===== src/rtl/q_serializer_if.sv =====
// Q-word handshake bundle for the charge-to-pulse serializer.
// master offers q_in/q_valid; slave answers with q_ready.
interface q_serializer_if #(
    parameter int BUS_WIDTH = 10
);
    logic                 q_valid;
    logic                 q_ready;
    logic [BUS_WIDTH-1:0] q_in;

    modport master (
        output q_valid,
        output q_in,
        input  q_ready
    );

    modport slave (
        input  q_valid,
        input  q_in,
        output q_ready
    );
endinterface


===== src/rtl/q_serializer.sv =====
// Turns a charge word into a train of fixed-width pulses plus a frame gap.
// Optional one-cycle done strobe on frame end: define Q_SERIALIZER_DONE_EN.
module q_serializer #(
    parameter int BUS_WIDTH      = 10,
    parameter int Q_PER_PULSE    = 1,
    parameter int PULSE_DURATION = 3,
    parameter int GAP_DURATION   = 2,
    parameter int FRAME_GAP      = 8
) (
    input  logic                 clk,
    input  logic                 rst,
    input  logic                 start,
    q_serializer_if.slave        qi,
    output logic                 q_serialized,
    output logic                 busy,
`ifdef Q_SERIALIZER_DONE_EN
    output logic                 done,
`endif
    output logic [BUS_WIDTH-1:0] pulses_sent
);

    localparam int SHIFT = $clog2(Q_PER_PULSE);
    localparam int MAXD0 = (PULSE_DURATION > GAP_DURATION) ?
                           PULSE_DURATION : GAP_DURATION;
    localparam int MAXD  = (MAXD0 > FRAME_GAP) ? MAXD0 : FRAME_GAP;
    localparam int CW    = $clog2(MAXD + 1);

    localparam logic [CW-1:0] P_LAST = CW'(PULSE_DURATION - 1);
    localparam logic [CW-1:0] G_LAST = CW'(GAP_DURATION - 1);
    localparam logic [CW-1:0] F_LAST = CW'(FRAME_GAP - 1);

    typedef enum logic [1:0] {
        IDLE,
        HIGH,
        LOW,
        FGAP
    } state_t;

    state_t               state;
    logic [CW-1:0]        cnt;
    logic [BUS_WIDTH-1:0] target;
    logic                 abort;
    logic [BUS_WIDTH-1:0] tgt_in;
    logic                 more;

    assign tgt_in     = qi.q_in >> SHIFT;
    // Widened compare so the count can reach the all-ones target.
    assign more       = ({1'b0, pulses_sent} + 1'b1) < {1'b0, target};
    assign qi.q_ready = (state == IDLE) && start;

`ifdef Q_SERIALIZER_DONE_EN
    assign done = (state == FGAP) && (cnt == F_LAST);
`endif

    always_ff @(posedge clk or negedge rst) begin
        if (!rst) begin
            state        <= IDLE;
            cnt          <= '0;
            target       <= '0;
            abort        <= 1'b0;
            pulses_sent  <= '0;
            q_serialized <= 1'b0;
            busy         <= 1'b0;
        end else begin
            unique case (state)
                IDLE: begin
                    if (qi.q_valid && start) begin
                        target      <= tgt_in;
                        pulses_sent <= '0;
                        cnt         <= '0;
                        abort       <= 1'b0;
                        busy        <= 1'b1;
                        if (tgt_in != '0) begin
                            state        <= HIGH;
                            q_serialized <= 1'b1;
                        end else begin
                            state <= FGAP;
                        end
                    end
                end
                HIGH: begin
                    // A stop request only takes effect once the pulse ends.
                    if (!start) abort <= 1'b1;
                    if (cnt == P_LAST) begin
                        cnt          <= '0;
                        abort        <= 1'b0;
                        q_serialized <= 1'b0;
                        pulses_sent  <= pulses_sent + 1'b1;
                        if (more && start && !abort) state <= LOW;
                        else state <= FGAP;
                    end else begin
                        cnt <= cnt + 1'b1;
                    end
                end
                LOW: begin
                    if (!start) begin
                        state <= FGAP;
                        cnt   <= '0;
                    end else if (cnt == G_LAST) begin
                        state        <= HIGH;
                        cnt          <= '0;
                        q_serialized <= 1'b1;
                    end else begin
                        cnt <= cnt + 1'b1;
                    end
                end
                FGAP: begin
                    if (cnt == F_LAST) begin
                        state <= IDLE;
                        cnt   <= '0;
                        busy  <= 1'b0;
                    end else begin
                        cnt <= cnt + 1'b1;
                    end
                end
                default: begin
                    state        <= IDLE;
                    cnt          <= '0;
                    busy         <= 1'b0;
                    q_serialized <= 1'b0;
                end
            endcase
        end
    end

endmodule


===== src/flat_wrapper.sv =====
// flat-port wrapper written by rule: the top's interface ports become plain ports
module q_serializer_flat 
#(
    parameter int BUS_WIDTH      = 10,
    parameter int Q_PER_PULSE    = 1,
    parameter int PULSE_DURATION = 3,
    parameter int GAP_DURATION   = 2,
    parameter int FRAME_GAP      = 8
)
  (clk, rst, start, q_serialized, busy, pulses_sent, qi_q_valid, qi_q_in, qi_q_ready);
  q_serializer_if #(.BUS_WIDTH(BUS_WIDTH)) qi_i ();
  input  logic clk;
  input  logic rst;
  input  logic start;
  output logic q_serialized;
  output logic busy;
  output logic [BUS_WIDTH-1:0] pulses_sent;
  input wire logic [$bits(qi_i.q_valid)-1:0] qi_q_valid;
  input wire logic [$bits(qi_i.q_in)-1:0] qi_q_in;
  output wire logic [$bits(qi_i.q_ready)-1:0] qi_q_ready;
  assign qi_i.q_valid = qi_q_valid;
  assign qi_i.q_in = qi_q_in;
  assign qi_q_ready = qi_i.q_ready;
  q_serializer #(.BUS_WIDTH(BUS_WIDTH), .Q_PER_PULSE(Q_PER_PULSE), .PULSE_DURATION(PULSE_DURATION), .GAP_DURATION(GAP_DURATION), .FRAME_GAP(FRAME_GAP)) u_core (.clk(clk), .rst(rst), .start(start), .qi(qi_i), .q_serialized(q_serialized), .busy(busy), .pulses_sent(pulses_sent));
endmodule

===== config.mk =====
export PLATFORM = sky130hd
export DESIGN_NAME = q_serializer_flat
export DESIGN_NICKNAME = d
export VERILOG_FILES = /design/src/rtl/q_serializer_if.sv /design/src/rtl/q_serializer.sv /design/src/flat_wrapper.sv
export SDC_FILE = /design/constraint.sdc
export NUM_CORES = 1
export LEC_CHECK = 0
export CORE_MARGIN = 4
export CORE_UTILIZATION = 60
export CTS_BUF_LIST = sky130_fd_sc_hd__clkbuf_4
export CTS_CLUSTER_SIZE = 30
export DETAILED_ROUTE_END_ITERATION = 8
export PLACE_DENSITY_LB_ADDON = 0.1
export SLEW_MARGIN = 0
export SYNTH_ARGS = -nofsm -noshare
export SYNTH_HDL_FRONTEND = slang
export SYNTH_SLANG_ARGS = --single-unit

===== constraint.sdc =====
create_clock -name clk -period 3.6 [get_ports clk]
set_input_delay 0.72 -clock clk [delete_from_list [all_inputs] [get_ports clk]]
set_output_delay 0.72 -clock clk [all_outputs]
set_load 0.02 [all_outputs]

==> results of run 1 <==
path summary, 6_finish.rpt:
| check | from | to | slack [ns] | depth (start not counted) |
|---|---|---|---|---|
| setup / recovery | start | qi_q_ready | 0.75 | 3 |
| hold / removal | u_core.busy | u_core.busy | 0.53 | 2 |
| setup reg to reg | u_core.pulses_sent[2] | u_core.state[0] | 1.19 | 8 |
| hold reg to reg | u_core.busy | u_core.busy | 0.53 | 2 |
| max in group asynchronous | rst | u_core.cnt[1] | 2.56 | 2 |
| min in group asynchronous | rst | u_core.target[1] | 0.77 | 2 |
power breakdown:
group | switching (µW) | internal, µW | leakage [µW]
Combinational | 342 | 298 | 0.000570
Sequential | 124 | 448 | 0.000354
Clock | 118 | 81.8 | 0.0000354
Total | 584 | 828 | 0.000959
metal layers:
metal / vias up / part of all wire, % / GRT usage (%)
li1: 740 / - / -
met1: 720 / 47 / 30.62
met2: 54 / 46 / 37.55
met3: 11 / 5.2 / 5.576
met4: 0 / 1.9 / 8.540
met5: - / 0 / 0
cells in the mapped netlist (2+ instances only):
master    number  area (µm²)
o21ai_0       17       85.08
nor3_1         3       15.01
a31oi_1        2       12.51
xnor2_1        7       61.31
a21oi_1        7       35.03
ha_1          13       162.7
dfrtp_1       29       725.7
nor2_1         5       18.77
or3b_2         3       26.28
clkbuf_1       6       22.52
nand2b_1       5       31.28
nand4_1        5       31.28
and3_1         4       25.02
xor2_1         3       26.28
nor4_1         2       12.51
mux2i_1        4       40.04
nand2_1       24       90.09
a21o_1         3       22.52
mux2_2         3       33.78
and2_1         4       25.02
a22o_1         4       35.03
nand3_1        8       40.04
inv_1         13       48.80
registers in the layout, indices dropped and copies added (netlist names):
signal and cells:
u_core.q_serialized 1, u_core.pulses_sent 10, u_core.busy 1, u_core.state 2, u_core.target 10, u_core.cnt 4, u_core.abort 1
metrics by stage:
stage / instance area, µm² / worst slack, ns / utilization (%) / total power, µW / hold WS (ns)
2_1_floorplan: 1787 / 1.399 / - / 999.0 / 0.4244
3_3_place_gp: 2062 / 0.8012 / 73.51 / 1159 / 0.4963
3_5_place_dp: 2062 / 0.7691 / 73.51 / 1209 / 0.5188
4_1_cts: 2117 / 0.7691 / 75.47 / 1409 / 0.5392
5_1_grt: 2117 / 0.7329 / 75.47 / 1534 / 0.5719
6_report: 2117 / 0.7471 / 75.47 / 1412 / 0.5297
worst register-to-register path, delay by kind of cell, from the launching register on:
kind	cells	cell delay (ns)
flops	1	0.50
simple gates	3	0.65
xor+xnor	1	0.18
compound gates	3	0.63
fa+ha+maj	1	0.30
layout make-up:
| type | instances | share of cell area [%] |
|---|---|---|
| Tap cell | 31 | 1.832 |
| Multi-Input combinational cell | 142 | 45.63 |
| Sequential cell | 29 | 34.28 |
| Timing Repair Buffer | 29 | 13.36 |
| Inverter | 13 | 2.305 |
| Clock inverter | 2 | 0.4728 |
| Clock buffer | 6 | 2.128 |
logic make-up (layout without fill, tap and decap cells):
logic type	after synthesis	count (layout)	share of synthesized area (%)
DFF	29	29	40.62
and+or+nand+nor	69	69	20.59
buffers and inverters	22	50	5.322
xor gates and xnor gates	10	10	4.902
muxes	7	7	4.132
AOI/OAI and AO/OA	43	43	15.34
adders and majority gates	13	13	9.104
==> metrics.txt, run 1 <==
status completed; Max VDD drop 0.0004314 V; DP HPWL 3058 µm; syn nets 220; CTS tree built; Leak 0.0009593 µW; Final Setup Violations 0; Root Driver clkbuf_4; DR vias around 1,500; post-synthesis cell count around 190; hold crit path type reg2reg; CP top delay family buffers and inverters; # hold bufs at CTS 0; slew margin rel. 55.48%; Synth cell types 42; Layout fillers 212; Slew Limit Fails 0; DR iter-0 viols 96; crit start category input port; first-pass GRT wire length roughly 7300 µm; Post-synth EDFFs 0; number of global-route vias before repair between 1,500 and 2,000; # Max-Cap Violations 0; antenna fix cells 0; Routed Antenna Nets 0; Crit path top cell by count clkdlybuf4s50_1; most common cell after layout, fill and taps aside dfrtp_1; Die H about 63 µm; Period minus WS final 2.853 ns; WL final just over 4000 µm; Placer Congestion 0.8345; Sequential Area 725.7 µm²; final count of hold timing violations 0; Yosys Warn Count 0; core area about 2800 µm²; largest net degree at the start of global routing 30; final setup TNS 0 ns; critical path buffer and inverter count 2; flops & latches, synth 29; # rows 19; DRC Markers 0; Crit path required time 2.88 ns; clock latency at the later pin of the worst-skew pair 0.33 ns; Total Nets Final 247; Critical Path Slowest Stage Cell clkdlybuf4s50_1; mean post-synth cell area 9.258 µm²; TritonCTS Buffers 5; H-tree levels 2; Placed Cells between 200 and 250; IO buf count 26; area of the multi-input gates between 900 and 1000 µm²; setup repair bufs after CTS 0; largest stage delay on the critical path 0.63 ns; non-filler cells, final 252; critical path class in2out; vias per cell 6.052; crit path cell chain clkdlybuf4s50_1 > and2_1 > clkdlybuf4s50_1; clk slew on worst S/H paths 0.09 ns; Total GRT Usage between 20% and 30%; Synth-to-Final Area Change 18.49%; io pins 27; Power Density 666.8 nW/µm²; # resized after CTS 0; clock sinks 29; Async SR Flop Fraction 100.0%; drt wl/cell 16.41 µm; crit share post-route 79.25%; Cell Area, Synth 1787 µm²; Final Skew roughly 0.0033 ns; CP Max Fanout 9; full die area 3915 µm²; Synth Flop Type dfrtp_1; clk buf depth 2; sequential cell area fraction in the yosys report 40.62%; most frequent cells in the layout dfrtp_1, clkdlybuf4s50_1, nand2_1; Worst Tran Pin Value 0.6670 ns; Congestion Overflow GR 0; RSZ-0062 raised after global routing no; 1st-pass router iterations 4; layout cells sized above 1 9.502%; Starting Density 63.69%; Worst EP arrival between 2 and 2.5 ns; crit path capture type output port; fmax around 350 MHz; Die Wd 62.57 µm; initial antenna violation count 0
Power figures use the tool's default switching activity.
==> inputs of run 2 (changes only) <==
Settings changed: CORE_UTILIZATION 60 to 56.
Clock period 3.6 ns to 2.73 ns, I/O delays scaled along.
==> metrics.txt, run 2 (same netlist as run 1, synthesis figures left out) <==
Period minus WS final between 2 and 3 ns; crit path cell chain nor2_1 > and2_1 > clkdlybuf4s50_1 (was clkdlybuf4s50_1 > and2_1 > clkdlybuf4s50_1); clk slew on worst S/H paths 0.09 ns (about the same); DP Area 2093 µm² (was 2062 µm²); Total Nets Final 249 (was 247); WL final 3982 µm (was 4136 µm); critical path buffer and inverter count 1 (was 2); post-route cell area 2148 µm² (was 2117 µm²); layout cells sized above 1 10.31% (was 9.502%); crit path capture type output port (unchanged); Die H 64.49 µm (was 62.57 µm); Placed Cells 259 (was 244); Final Setup Violations 0 (unchanged); IO buf count 26 (unchanged); Routed Antenna Nets 0 (unchanged); TritonCTS Buffers 5 (unchanged); Slew Limit Fails 0 (unchanged); Leak 0.0009690 µW (was 0.0009593 µW); Starting Density 58.52% (was 63.69%); CP Max Fanout 15 (was 9); # resized after CTS 0 (unchanged); drt wl/cell 14.91 µm (was 16.41 µm); CP top delay family buffers and inverters (unchanged); Worst Tran Pin Value 0.6344 ns (was 0.6670 ns); CTS tree built (unchanged); 1st-pass router iterations 4 (unchanged); slew margin rel. 57.66% (was 55.48%); H-tree levels 2 (unchanged); # rows 20 (was 19); setup repair bufs after CTS 0 (unchanged); clock sinks 29 (unchanged); crit start category flip-flop (was input port); most frequent cells in the layout dfrtp_1, clkdlybuf4s50_1, nand2_1 (unchanged); Layout fillers 263 (was 212); DR vias 1,496 (was 1,525); Total GRT Usage 22.05% (was 23.37%); critical path class reg2out (was in2out); fmax around 400 MHz; Top Registers u_core.pulses_sent: 10 flops, u_core.target: 10 flops, u_core.cnt: 4 flops (unchanged); vias per cell 5.603 (was 6.052); crit share post-route just over 90%; DR iter-0 viols 67 (was 96); Placer Congestion 0.8408 (was 0.8345); Max VDD drop 0.0006396 V (was 0.0004314 V); antenna fix cells 0 (unchanged); Final Skew 0.01044 ns (was 0.003336 ns); clock latency at the later pin of the worst-skew pair 0.34 ns (was 0.33 ns); initial antenna violation count 0 (unchanged); # Max-Cap Violations 0 (unchanged); Congestion Overflow GR 0 (unchanged); final count of hold timing violations 0 (unchanged); number of global-route vias before repair 1,553 (was 1,549); RSZ-0062 raised after global routing no (unchanged); Critical Path Slowest Stage Cell clkdlybuf4s50_1 (unchanged); Power Density 859.0 nW/µm² (was 666.8 nW/µm²); Crit path required time 2.18 ns (was 2.88 ns); Worst EP arrival 1.99 ns (was 2.13 ns); Root Driver clkbuf_4 (unchanged); Die Wd 64.49 µm (was 62.57 µm); # hold bufs at CTS 0 (unchanged); hold crit path type reg2reg (unchanged); Synth-to-Final Area Change 20.24% (was 18.49%); non-filler cells, final 267 (was 252); largest net degree at the start of global routing 30 (unchanged); clk buf depth 2 (unchanged); DP HPWL 3005 µm (was 3058 µm); final setup TNS 0 ns (unchanged); full die area 4158 µm² (was 3915 µm²); first-pass GRT wire length 7100 µm (was 7314 µm); status completed (unchanged); io pins 27 (unchanged); DRC Markers 0 (unchanged); largest stage delay on the critical path 0.60 ns (was 0.63 ns); most common cell after layout, fill and taps aside dfrtp_1 (unchanged); core area 3053 µm² (was 2805 µm²)
run 2: tightest hold or removal path, delay by kind of cell (launching register included):
family,cells,cell delay (ns)
and+or+nand+nor,1,0.06
DFF,1,0.35
AOI/OAI and AO/OA,1,0.08
run 2: metrics by stage:
step | hold slack, ns | power [µW] | utilization (%) | setup slack, ns
2_1_floorplan | 0.2504 | 1317 | - | 0.5286
3_5_place_dp | 0.5056 | 1597 | 68.57 | 0.3375
4_1_cts | 0.5269 | 1862 | 70.37 | 0.2030
3_3_place_gp | 0.4942 | 1539 | 68.57 | 0.4311
5_1_grt | 0.5623 | 2018 | 70.37 | 0.08210
6_report | 0.5180 | 1845 | 70.37 | 0.1918
run 2: final cells by class:
cell class	instances	area [µm²]	share of cell area, %
inverters	13	48.80	2.271
multi-input cells	142	965.9	44.96
clock buffers	6	45.04	2.097
flip-flops and latches	29	725.7	33.78
well taps	44	55.05	2.563
repair buffers	31	297.8	13.86
clock inverters	2	10.01	0.4659
run 2: per-layer routing:
layer,wire [µm],part of all wire [%],vias to the layer above,global-route usage [%]
li1,-,-,737,-
met1,1786,45,708,28.19
met2,1879,47,44,35.70
met3,236,5.9,7,5.026
met4,79,2.0,0,9.763
met5,0,0,-,0
run 2: power breakdown:
| part | switching, µW | total, µW | internal, µW |
|---|---|---|---|
| logic | 458 | 861 | 403 |
| registers | 136 | 727 | 591 |
| clock network | 150 | 258 | 108 |
| total | 744 | 1850 | 1100 |
run 2: path summary, 6_finish.rpt:
path / from / to / slack, ns / cells past startpoint
setup / recovery: u_core.state[0] / qi_q_ready / 0.19 / 3
hold / removal: u_core.busy / u_core.busy / 0.52 / 2
setup reg to reg: u_core.pulses_sent[0] / u_core.state[0] / 0.29 / 9
hold reg to reg: u_core.busy / u_core.busy / 0.52 / 2
max in group asynchronous: rst / u_core.pulses_sent[6] / 1.86 / 2
min in group asynchronous: rst / u_core.target[4] / 0.58 / 2
